$ cat config.mk
export PLATFORM = sky130hd
export DESIGN_NAME = tdc_spi_reg_seq
export DESIGN_NICKNAME = d
export VERILOG_FILES = /design/src/rtl/tdc_spi_reg_seq.sv
export SDC_FILE = /design/constraint.sdc
export NUM_CORES = 1
export LEC_CHECK = 0
export BUFFER_PORTS_ARGS = -buffer_cell sky130_fd_sc_hd__buf_4
export CAP_MARGIN = 20
export CORE_MARGIN = 2
export CORE_UTILIZATION = 49
export DETAILED_ROUTE_END_ITERATION = 8
export MAX_ROUTING_LAYER = met4
export PLACE_DENSITY_LB_ADDON = 0.05
export SYNTH_ARGS = -nofsm -noshare
export SYNTH_HDL_FRONTEND = slang
export SYNTH_SLANG_ARGS = --single-unit
$ cat constraint.sdc
create_clock -name clk -period 5.35 [get_ports clk]
set_input_delay 1.07 -clock clk [delete_from_list [all_inputs] [get_ports clk]]
set_output_delay 1.07 -clock clk [all_outputs]
set_load 0.01 [all_outputs]
$ cat src/rtl/tdc_spi_reg_seq.sv
// Register-transaction sequencer for the TDC SPI byte master.
// Sends a command byte and 1..3 data bytes, collects read data, and guards each byte with a watchdog.
module tdc_spi_reg_seq #(
    parameter int unsigned TIMEOUT = 1024
) (
    input  logic        clk,
    input  logic        rst_n,
    input  logic        req,
    input  logic        wr,
    input  logic [5:0]  addr,
    input  logic [1:0]  nbytes,
    input  logic [23:0] wdata,
    output logic [23:0] rdata,
    output logic        done,
    output logic        err,
    output logic        busy,
    output logic        spi_start,
    output logic [7:0]  spi_data_in,
    output logic        spi_cs_end,
    input  logic [7:0]  spi_data_out,
    input  logic        spi_busy,
    input  logic        spi_new_data
);

    localparam int CW = (TIMEOUT > 1) ? $clog2(TIMEOUT) : 1;

    typedef enum logic [1:0] {IDLE, START, WAIT, FINISH} state_t;

    state_t        state, state_nx;
    logic          wr_q;
    logic [1:0]    n_q;
    logic [23:0]   wdata_q;
    logic [23:0]   shift_q;
    logic [1:0]    byte_idx;
    logic [CW-1:0] tmo;
    logic [1:0]    n_in;
    logic [1:0]    sel;
    logic [7:0]    wbyte;
    logic          tmo_hit;
    logic          last_byte;
    logic          abort;

    assign n_in      = (nbytes == 2'd0) ? 2'd1 : nbytes;
    assign tmo_hit   = (tmo == CW'(TIMEOUT - 1));
    assign last_byte = (byte_idx == n_q);
    assign abort     = (state == WAIT) && !spi_new_data && tmo_hit;

    // Data bytes go out MSB byte first, so byte k picks lane n-1-k.
    assign sel = n_q - 2'd1 - byte_idx;

    always_comb begin
        wbyte = 8'h00;
        unique case (sel)
            2'd0:    wbyte = wdata_q[7:0];
            2'd1:    wbyte = wdata_q[15:8];
            2'd2:    wbyte = wdata_q[23:16];
            default: wbyte = 8'h00;
        endcase
    end

    always_ff @(posedge clk or negedge rst_n) begin
        if (!rst_n) state <= IDLE;
        else        state <= state_nx;
    end

    always_comb begin
        state_nx = state;
        unique case (state)
            IDLE:   if (req) state_nx = START;
            START:  if (!spi_busy) state_nx = WAIT;
            WAIT: begin
                if (spi_new_data) state_nx = last_byte ? FINISH : START;
                else if (tmo_hit) state_nx = IDLE;
            end
            FINISH: state_nx = IDLE;
            default: state_nx = IDLE;
        endcase
    end

    always_comb begin
        spi_start = (state == START) && !spi_busy;
        done      = (state == FINISH) || abort;
        err       = abort;
        busy      = (state != IDLE);
    end

    always_ff @(posedge clk or negedge rst_n) begin
        if (!rst_n) begin
            wr_q        <= 1'b0;
            n_q         <= 2'd0;
            wdata_q     <= '0;
            shift_q     <= '0;
            byte_idx    <= 2'd0;
            tmo         <= '0;
            rdata       <= '0;
            spi_data_in <= 8'h00;
            spi_cs_end  <= 1'b0;
        end else begin
            unique case (state)
                IDLE: if (req) begin
                    wr_q        <= wr;
                    n_q         <= n_in;
                    wdata_q     <= wdata;
                    shift_q     <= '0;
                    byte_idx    <= 2'd0;
                    spi_data_in <= {n_in > 2'd1, wr, addr};
                    spi_cs_end  <= 1'b0;
                end
                START: if (spi_start) tmo <= '0;
                WAIT: begin
                    tmo <= tmo + CW'(1);
                    if (spi_new_data) begin
                        if (byte_idx != 2'd0 && !wr_q)
                            shift_q <= {shift_q[15:0], spi_data_out};
                        if (!last_byte) begin
                            byte_idx    <= byte_idx + 2'd1;
                            spi_data_in <= wr_q ? wbyte : 8'h00;
                            spi_cs_end  <= (byte_idx == n_q - 2'd1);
                        end
                    end
                end
                FINISH: if (!wr_q) rdata <= shift_q;
                default: ;
            endcase
        end
    end

endmodule

### Word-level counts from Yosys, hierarchy flattened

Cells that the tools add are included.

| storage, ports and cells | value |
|---|---|
| bits in registers | 98 |
| input port bits | 46 |
| output and inout port bits | 37 |

| operators by class | value |
|---|---|
| $add $sub $neg | 4 |
| order comparisons | 1 |
| eq/ne operators | 15 |
| multiplexer cells | 27 |
| bitwise operators | 1 |
| reduce and logical (&&, ||, !) cells | 21 |

Operators by type and width:

| operator | count |
|---|---|
| 2-to-1 mux 24 bit | 3 |
| one-hot mux 24 bit (2 select lines) | 1 |
| 2-to-1 mux 8 bit | 4 |
| one-hot mux 8 bit (3 select lines) | 1 |
| one-hot mux 10 bit (2 select lines) | 1 |
| 2-to-1 mux 2 bit | 9 |
| one-hot mux 8 bit (2 select lines) | 1 |
| adder 10 x 1 -> 10 bit, second input constant | 1 |
| equality test 10 bit, second input constant | 1 |
| 2-to-1 mux 10 bit | 1 |
| inequality test 2 bit, second input constant | 5 |
| one-hot mux 2 bit (4 select lines) | 1 |
| AND reduction 4 bit | 2 |
| nonzero test 2 bit | 4 |
| equality test 2 bit, second input constant | 3 |
| logical NOT 2 bit | 3 |
| AND reduction 2 bit | 3 |
| equality test 2 x 1 -> 1 bit, second input constant | 2 |
| equality test 2 bit | 2 |
| logical AND 1 bit | 4 |
| one-hot mux 2 bit (2 select lines) | 1 |
| logical NOT 1 bit | 3 |
| 2-to-1 mux 1 bit | 3 |
| inequality test 3 bit, second input constant | 1 |
| 9 further kinds | 9 |

### Longest topological paths before layout

Gate-level depths: netlist (run 1).

| depth | value |
|---|---|
| depth after elaboration | 8 |
| mapped depth | 8 |
| mapped depth without buffers | 6 |

### Least setup slack after synthesis (run 1)

OpenSTA, ideal clock, no wires.

| timing | value |
|---|---|
| kind | input port to output port |
| start | input port spi_busy |
| end | output port spi_start |
| arrival time | 1.638 ns |
| path slack | 2.642 ns |
| stages on the path | 3 |
| path buffers | 1 |
| cells stage by stage | or3b_1 -> clkbuf_2 -> inv_2 |

| on the way | value |
|---|---|
| longest elaborated chain between the ends | 2 |

Ends and longest elaborated chain:

| item | RTL line | text |
|---|---|---|
| from (decl) | 21 | `input logic spi_busy,` |
| logical NOT 1 bit | 81 | `spi_start = (state == START) && !spi_busy;` |
| logical AND 1 bit | 81 |  |
| to (decl) | 17 | `output logic spi_start,` |

No other way between the ends.

### Worst setup path after layout (run 1)

| timing | value |
|---|---|
| start | register tmo[0] |
| end | output port err |

| on the way | value |
|---|---|
| longest elaborated chain between the ends | 2 |

Ends and longest elaborated chain:

| item | RTL line | text |
|---|---|---|
| from (decl) | 35 | `logic [CW-1:0] tmo;` |
| from (signal assigned) | 111 | `tmo <= tmo + CW'(1);` |
| equality test 10 bit | 44 | `assign tmo_hit = (tmo == CW'(TIMEOUT - 1));` |
| logical AND 1 bit | 46 | `assign abort = (state == WAIT) && !spi_new_data && tmo_hit;` |
| to (decl) | 15 | `output logic err,` |

No other way between the ends.

==> results of run 1 <==
==> layout make-up <==
cell class	instances	area, µm²
well taps	105	131
clock inverters	6	90.1
inverters	5	18.8
fillers	701	3150
multi-input cells	286	1660
flip-flops and latches	98	2450
repair buffers	89	668
clock buffers	9	124
==> logic make-up after synthesis <==
group           Yosys count  share of synthesized area, %
mux                      36                          9.22
flops                    98                          57.9
fa+ha+maj                 3                         0.886
buf+inv                  28                          3.04
simple gates            181                          18.4
compound gates           60                          8.48
xor+xnor                  6                          2.04
==> routing by layer <==
layer | global-route usage (%) | vias to the layer above
met2 | 31.3 | 65
met4 | 6.50 | 0
met3 | 3.25 | 9
met5 | - | -
li1 | - | 1535
met1 | 27.4 | 1463
==> per-stage QoR <==
stage / std cells / area (µm²)
CTS: 597 / 5140
detailed placement: 582 / 4920
finish: 598 / 5140
global route: 598 / 5140
floorplan: 412 / 4240
global placement: 582 / 4920
==> state kept, by name, indices dropped and copies added, names as in the netlist <==
name / cells
rdata: 24
shift_q: 24
wdata_q: 24
tmo: 10
spi_data_in: 8
byte_idx: 2
n_q: 2
state: 2
spi_cs_end: 1
wr_q: 1
==> path summary, 6_finish.rpt <==
check                                      from                          to  slack (ns)  cells after the start
max                          tmo[0]$_DFFE_PN0P_                         err        2.25                      6
min                          tmo[9]$_DFFE_PN0P_          tmo[9]$_DFFE_PN0P_        0.47                      1
max reg2reg                state[1]$_DFFE_PN0P_      spi_cs_end$_DFFE_PN0P_        3.31                      6
min reg2reg                  tmo[9]$_DFFE_PN0P_          tmo[9]$_DFFE_PN0P_        0.47                      1
max in group asynchronous                 rst_n  spi_data_in[7]$_DFFE_PN0P_        3.55                      2
min in group asynchronous                 rst_n        rdata[8]$_DFFE_PN0P_        0.68                      1
==> cell usage in the layout (no fill, tap or decap), types with 2 or more instances in the layout <==
| cell | instances |
|---|---|
| nor2_1 | 5 |
| xor2_1 | 2 |
| bufinv_16 | 2 |
| o211ai_1 | 9 |
| ha_1 | 3 |
| dfrtp_1 | 98 |
| and2_1 | 5 |
| nand3_1 | 16 |
| nand2_1 | 139 |
| nand4_1 | 3 |
| buf_4 | 89 |
| nor4bb_1 | 2 |
| inv_1 | 4 |
| and3_1 | 2 |
| a22oi_1 | 8 |
| mux2_2 | 24 |
| o21ai_0 | 36 |
| clkbuf_8 | 9 |
| mux2i_1 | 12 |
==> power breakdown <==
group | total (µW) | switching, µW | internal [µW]
sequential | 1120 | 158 | 958
clock | 516 | 254 | 262
combinational | 873 | 473 | 400
==> reports/metrics.csv, run 1 <==
stage,metric,value,unit
timing,finClkSkew,0.0110,ns
clock_network,clk-insertion-delay-late,0.36,ns
clock_network,cts_sinks,98,
route,wl_met2,4260,µm
clock_network,numCtsBuffers,9,
synthesis,synth_edf_count,0,
die,die_area,0.00940,mm²
synthesis,synth_top_area_share,57.9,%
timing,hold_violations,0,
clock_network,holdBufCountCts,0,
die,rows,33,
worst_setup_path,arrival,2.03,ns
placed_design,hpwlAfterDp,5950,µm
clock_network,postCtsSetupBuffers,0,
synthesis,async_flop_share,100,%
die,die_x,97.0,µm
placed_design,routabilityCongestion,0.755,
pwr,p_per_area,487,mW/mm²
synthesis,ys_types,40,
timing,tns,0,ns
timing,finalWorstSetupSlack,2.25,ns
layout,areaGrowthSynthToFinish,21.5,%
worst_setup_path,cp_top_family,simple AND/OR/NAND/NOR gates,
clock_network,clkTransAtPathRegs,0.09,ns
worst_setup_path,crit_chain,ha_1 > and3_1 > nand3_1 > nor4bb_1 > and2_1 > buf_4,
die,die_y,97.0,µm
die,start_util,51.0,%
global_route,antenna_found_initial,0,
synthesis,syn-instance-count,412,
worst_setup_path,slowest_delay,0.43,ns
clock_network,ctsLongestPathBuffers,2,
timing,final.min_clock_period,3.10,ns
die,core_area,0.00830,mm²
worst_setup_path,cp_max_fo,5,
synthesis,ys.flop_type,dfrtp_1,
timing,setup_violations,0,
hold_path,hold_class,flop to flop,
layout,nets,538,
clock_network,h-tree-depth,3,
clock_network,cts_tree,done,
die,io_pins,83,
synthesis,ys_top_cells_by_count,"nand2_1 (139), dfrtp_1 (98), o21ai_0 (36)",
pwr,vdd_drop_max,0.244,mV
timing,hold_ws,0.474,ns
layout,antenna_cells,0,
clock_network,cts_resized,0,
route,drc_errors,0,
clock_network,cts-root-buf,clkbuf_8,
synthesis,synthMostInstantiatedCell,nand2_1,
route,vias_per_cell,5.14,
timing,tightest_slew,0.694,ns
pwr,leakagePower,0.00258,µW
route,detail_route.wl_per_cell,14.7,µm
synthesis,syn_area,0.00424,mm²
route,m1WireLength,4140,µm
synthesis,netlist.top_cell.by_area,dfrtp_1,
timing,max_slew_margin,53.7,%
synthesis,ys_ff_latch,98,
pwr,power,2510,µW
global_route,grt_pass1_wl,15000,µm
global_route,grt.total_usage,20.1,%
synthesis,syn_nets,461,
status,status,finished clean,
placed_design,preCtsSetupSlack,2.38,ns
timing,post-route-period-util,57.9,%
worst_setup_path,required,4.28,ns
layout,drive_gt1_share,27.4,%
route,drtAntennaViolNets,0,
route,wl,8810,µm
timing,rsz0062_at_grt,false,
route,wl_met3,306,µm
global_route,grt_max_degree,56,
timing,report.final.slew_viol_count,0,
layout,final_util,62.0,%
synthesis,synth-seq-area-share,57.9,%
global_route,grt_pass1_vias,3097,
worst_setup_path,cp_slowest_cell,nor4bb_1,
synthesis,yosys-top-cells-area,"dfrtp_1 (58%), nand2_1 (12%), mux2_2 (6.4%), o21ai_0 (4.3%), mux2i_1 (2.8%)",
synthesis,yosys_warnings,0,
worst_setup_path,worstSetupPathType,flop to output pin,
placed_design,io_buffers,82,
route,dr.pass1.iters,5,
timing,fmaxAchievable,0.323,GHz
worst_setup_path,crit_buf_inv,1,
global_route,overflow,0,
route,num_vias,3072,
route,drtIter0Drc,96,
synthesis,syn_area_per_cell,10.3,µm²
run,drv_cap,0,
worst_setup_path,start_kind,flop,
route,dr.max_layer_used,met4,
worst_setup_path,cp-end-kind,output pin,
Power figures use the tool's default switching activity.
==> run 2, diff against run 1 <==
- clock period: 5.35 -> 2.53 ns (I/O delays scaled with it)
==> run 2 against run 1 <==
  * Wire length up 0.68%
  * Largest cell class unchanged
  * Sequential share of layout area down 0.23 points
  * Critical path type unchanged
  * Cell count up 0.67%
  * Critical endpoint unchanged
  * First-iteration DRC count up 17%
  * Combinational power up 110%
  * Critical path depth unchanged
  * Total power up 100%
  * Die area unchanged
  * Core utilization up 0.30 points
  * Via count up 2.4%
==> reports/metrics.csv, run 2 (same netlist as run 1, synthesis figures left out) <==
stage,metric,value,unit
status,status,finished clean,
clock_network,ctsLongestPathBuffers,2,
worst_setup_path,worstSetupPathType,flop to output pin,
die,rows,33,
route,dr.pass1.iters,5,
global_route,overflow,0,
worst_setup_path,r2r_setup_slack,0.64,ns
pwr,power_frac_seq,46.1,%
placed_design,preCtsSetupSlack,0.328,ns
pwr,p_int,3270,µW
clock_network,h-tree-depth,3,
layout,nets,543,
pwr,vdd_drop_max,0.490,mV
route,drc_errors,0,
worst_setup_path,cp_max_fo,5,
pwr,power.switching,1860,µW
layout,mostFrequentLayoutCell,nand2_1,
layout,drive_gt1_share,28.6,%
die,die_area,0.00940,mm²
placed_design,routabilityCongestion,0.801,
layout,reg.largest.list,"rdata (24), shift_q (24), wdata_q (24)",
clock_network,cts_sinks,98,
die,die_x,97.0,µm
layout,antenna_cells,0,
worst_setup_path,r2r_cells,5,
timing,post-route-period-util,95.0,%
global_route,grt_pass1_wl,15000,µm
worst_setup_path,r2r_end,spi_data_in[5]$_DFFE_PN0P_,
clock_network,holdBufCountCts,0,
pwr,pwr-share-comb,36.2,%
placed_design,hpwlAfterDp,6270,µm
clock_network,numCtsBuffers,9,
pwr,p_sw_share,36.3,%
worst_setup_path,cp-end-kind,output pin,
timing,finalWorstSetupSlack,0.126,ns
pwr,power_frac_clock,17.7,%
global_route,grt_pass1_vias,3151,
timing,max_slew_margin,59.7,%
worst_setup_path,required,2.02,ns
pwr,p_per_area,992,mW/mm²
clock_network,clk-insertion-delay-late,0.35,ns
route,drtAntennaViolNets,0,
timing,tightest_slew,0.605,ns
clock_network,cts-root-buf,clkbuf_8,
route,detail_route.wl_per_cell,14.7,µm
worst_setup_path,reg2reg_from,n_q[0]$_DFFE_PN0P_,
hold_path,hold_class,input pin to asynchronous set/reset pin,
global_route,grt_max_degree,44,
pwr,power,5130,µW
pwr,leakagePower,0.00259,µW
die,die_y,97.0,µm
timing,fmaxAchievable,0.416,GHz
die,io_pins,83,
layout,final_util,62.3,%
global_route,antenna_found_initial,0,
route,drtIter0Drc,112,
route,wl,8870,µm
route,vias_per_cell,5.23,
worst_setup_path,start_kind,flop,
die,start_util,51.0,%
run,drv_cap,0,
placed_design,io_buffers,82,
layout,layout_common_cells,"nand2_1 (139), dfrtp_1 (98), buf_4 (93)",
die,core_area,0.00830,mm²
layout,areaGrowthSynthToFinish,22.1,%
timing,hold_violations,0,
route,num_vias,3147,
timing,rsz0062_at_grt,false,
clock_network,cts_tree,done,
clock_network,clkTransAtPathRegs,0.09,ns
timing,tns,0,ns
worst_setup_path,arrival,1.90,ns
layout,nFillCells,732,
global_route,grt.total_usage,20.1,%
timing,setup_violations,0,
timing,final.min_clock_period,2.40,ns
timing,finClkSkew,0.0113,ns
timing,report.final.slew_viol_count,0,
## run 2: cell types whose count changed in the layout (fill, tap and decap cells not counted), sizes merged
cell,previous run,this run
buf,89,94
clkinv,2,1
clkinvlp,1,2
clkbuf,9,10
bufinv,2,0
## run 2: how the worst max path moves through the flow
stage	from	endpoint	slack [ns]
detailed placement	tmo[0]$_DFFE_PN0P_	err	0.33
floorplan	tmo[0]$_DFFE_PN0P_	err	0.61
global route	tmo[0]$_DFFE_PN0P_	err	0.01
finish	tmo[0]$_DFFE_PN0P_	err	0.13
CTS	tmo[0]$_DFFE_PN0P_	err	0.04
global placement	tmo[0]$_DFFE_PN0P_	err	0.42
## run 2: power by group through the flow
stage	registers (µW)	logic [µW]	clock network [µW]
2_1_floorplan	2350	1230	0
3_3_place_gp	2380	1840	0
3_5_place_dp	2400	1890	0
4_1_cts	2360	1890	926
5_1_grt	2440	2070	992
6_report	2360	1860	906
## run 2: through the flow
| step | hold WS, ns | area, µm² | instances |
|---|---|---|---|
| after global placement | 0.455 | 4970 | 587 |
| after detailed placement | 0.464 | 4970 | 587 |
| after CTS | 0.150 | 5150 | 601 |
| final | 0.132 | 5170 | 602 |
| after global routing | 0.176 | 5170 | 602 |
| after floorplan | 0.210 | 4240 | 412 |
## run 2: repair_timing
item,CTS,global route
pin swaps,0,1
buffers inserted,0,1
setup endpoints to repair,2,2
gates resized for setup,2,3
## run 2: critical path: stages (launching register included)
cell and delay [ns]:
dfrtp_1 0.40, ha_2 0.21, and3_4 0.21, nand3_1 0.12, nor4bb_4 0.33, and2_1 0.17
buf_4 0.11
## run 2: per-layer routing
| metal | share of wire, % | global-route usage (%) |
|---|---|---|
| met5 | 0 | - |
| met4 | 1.7 | 6.61 |
| met3 | 3.3 | 2.89 |
| met2 | 49 | 32.1 |
| met1 | 46 | 26.8 |
## run 2: layout make-up
class | count | area (µm²) | area share [%]
sequential | 98 | 2450 | 47.4
multi-input combinational | 286 | 1680 | 32.6
timing repair buffer | 94 | 718 | 13.9
clock buffer | 10 | 138 | 2.66
tap | 105 | 131 | 2.54
clock inverter | 4 | 28.8 | 0.557
inverter | 5 | 18.8 | 0.363
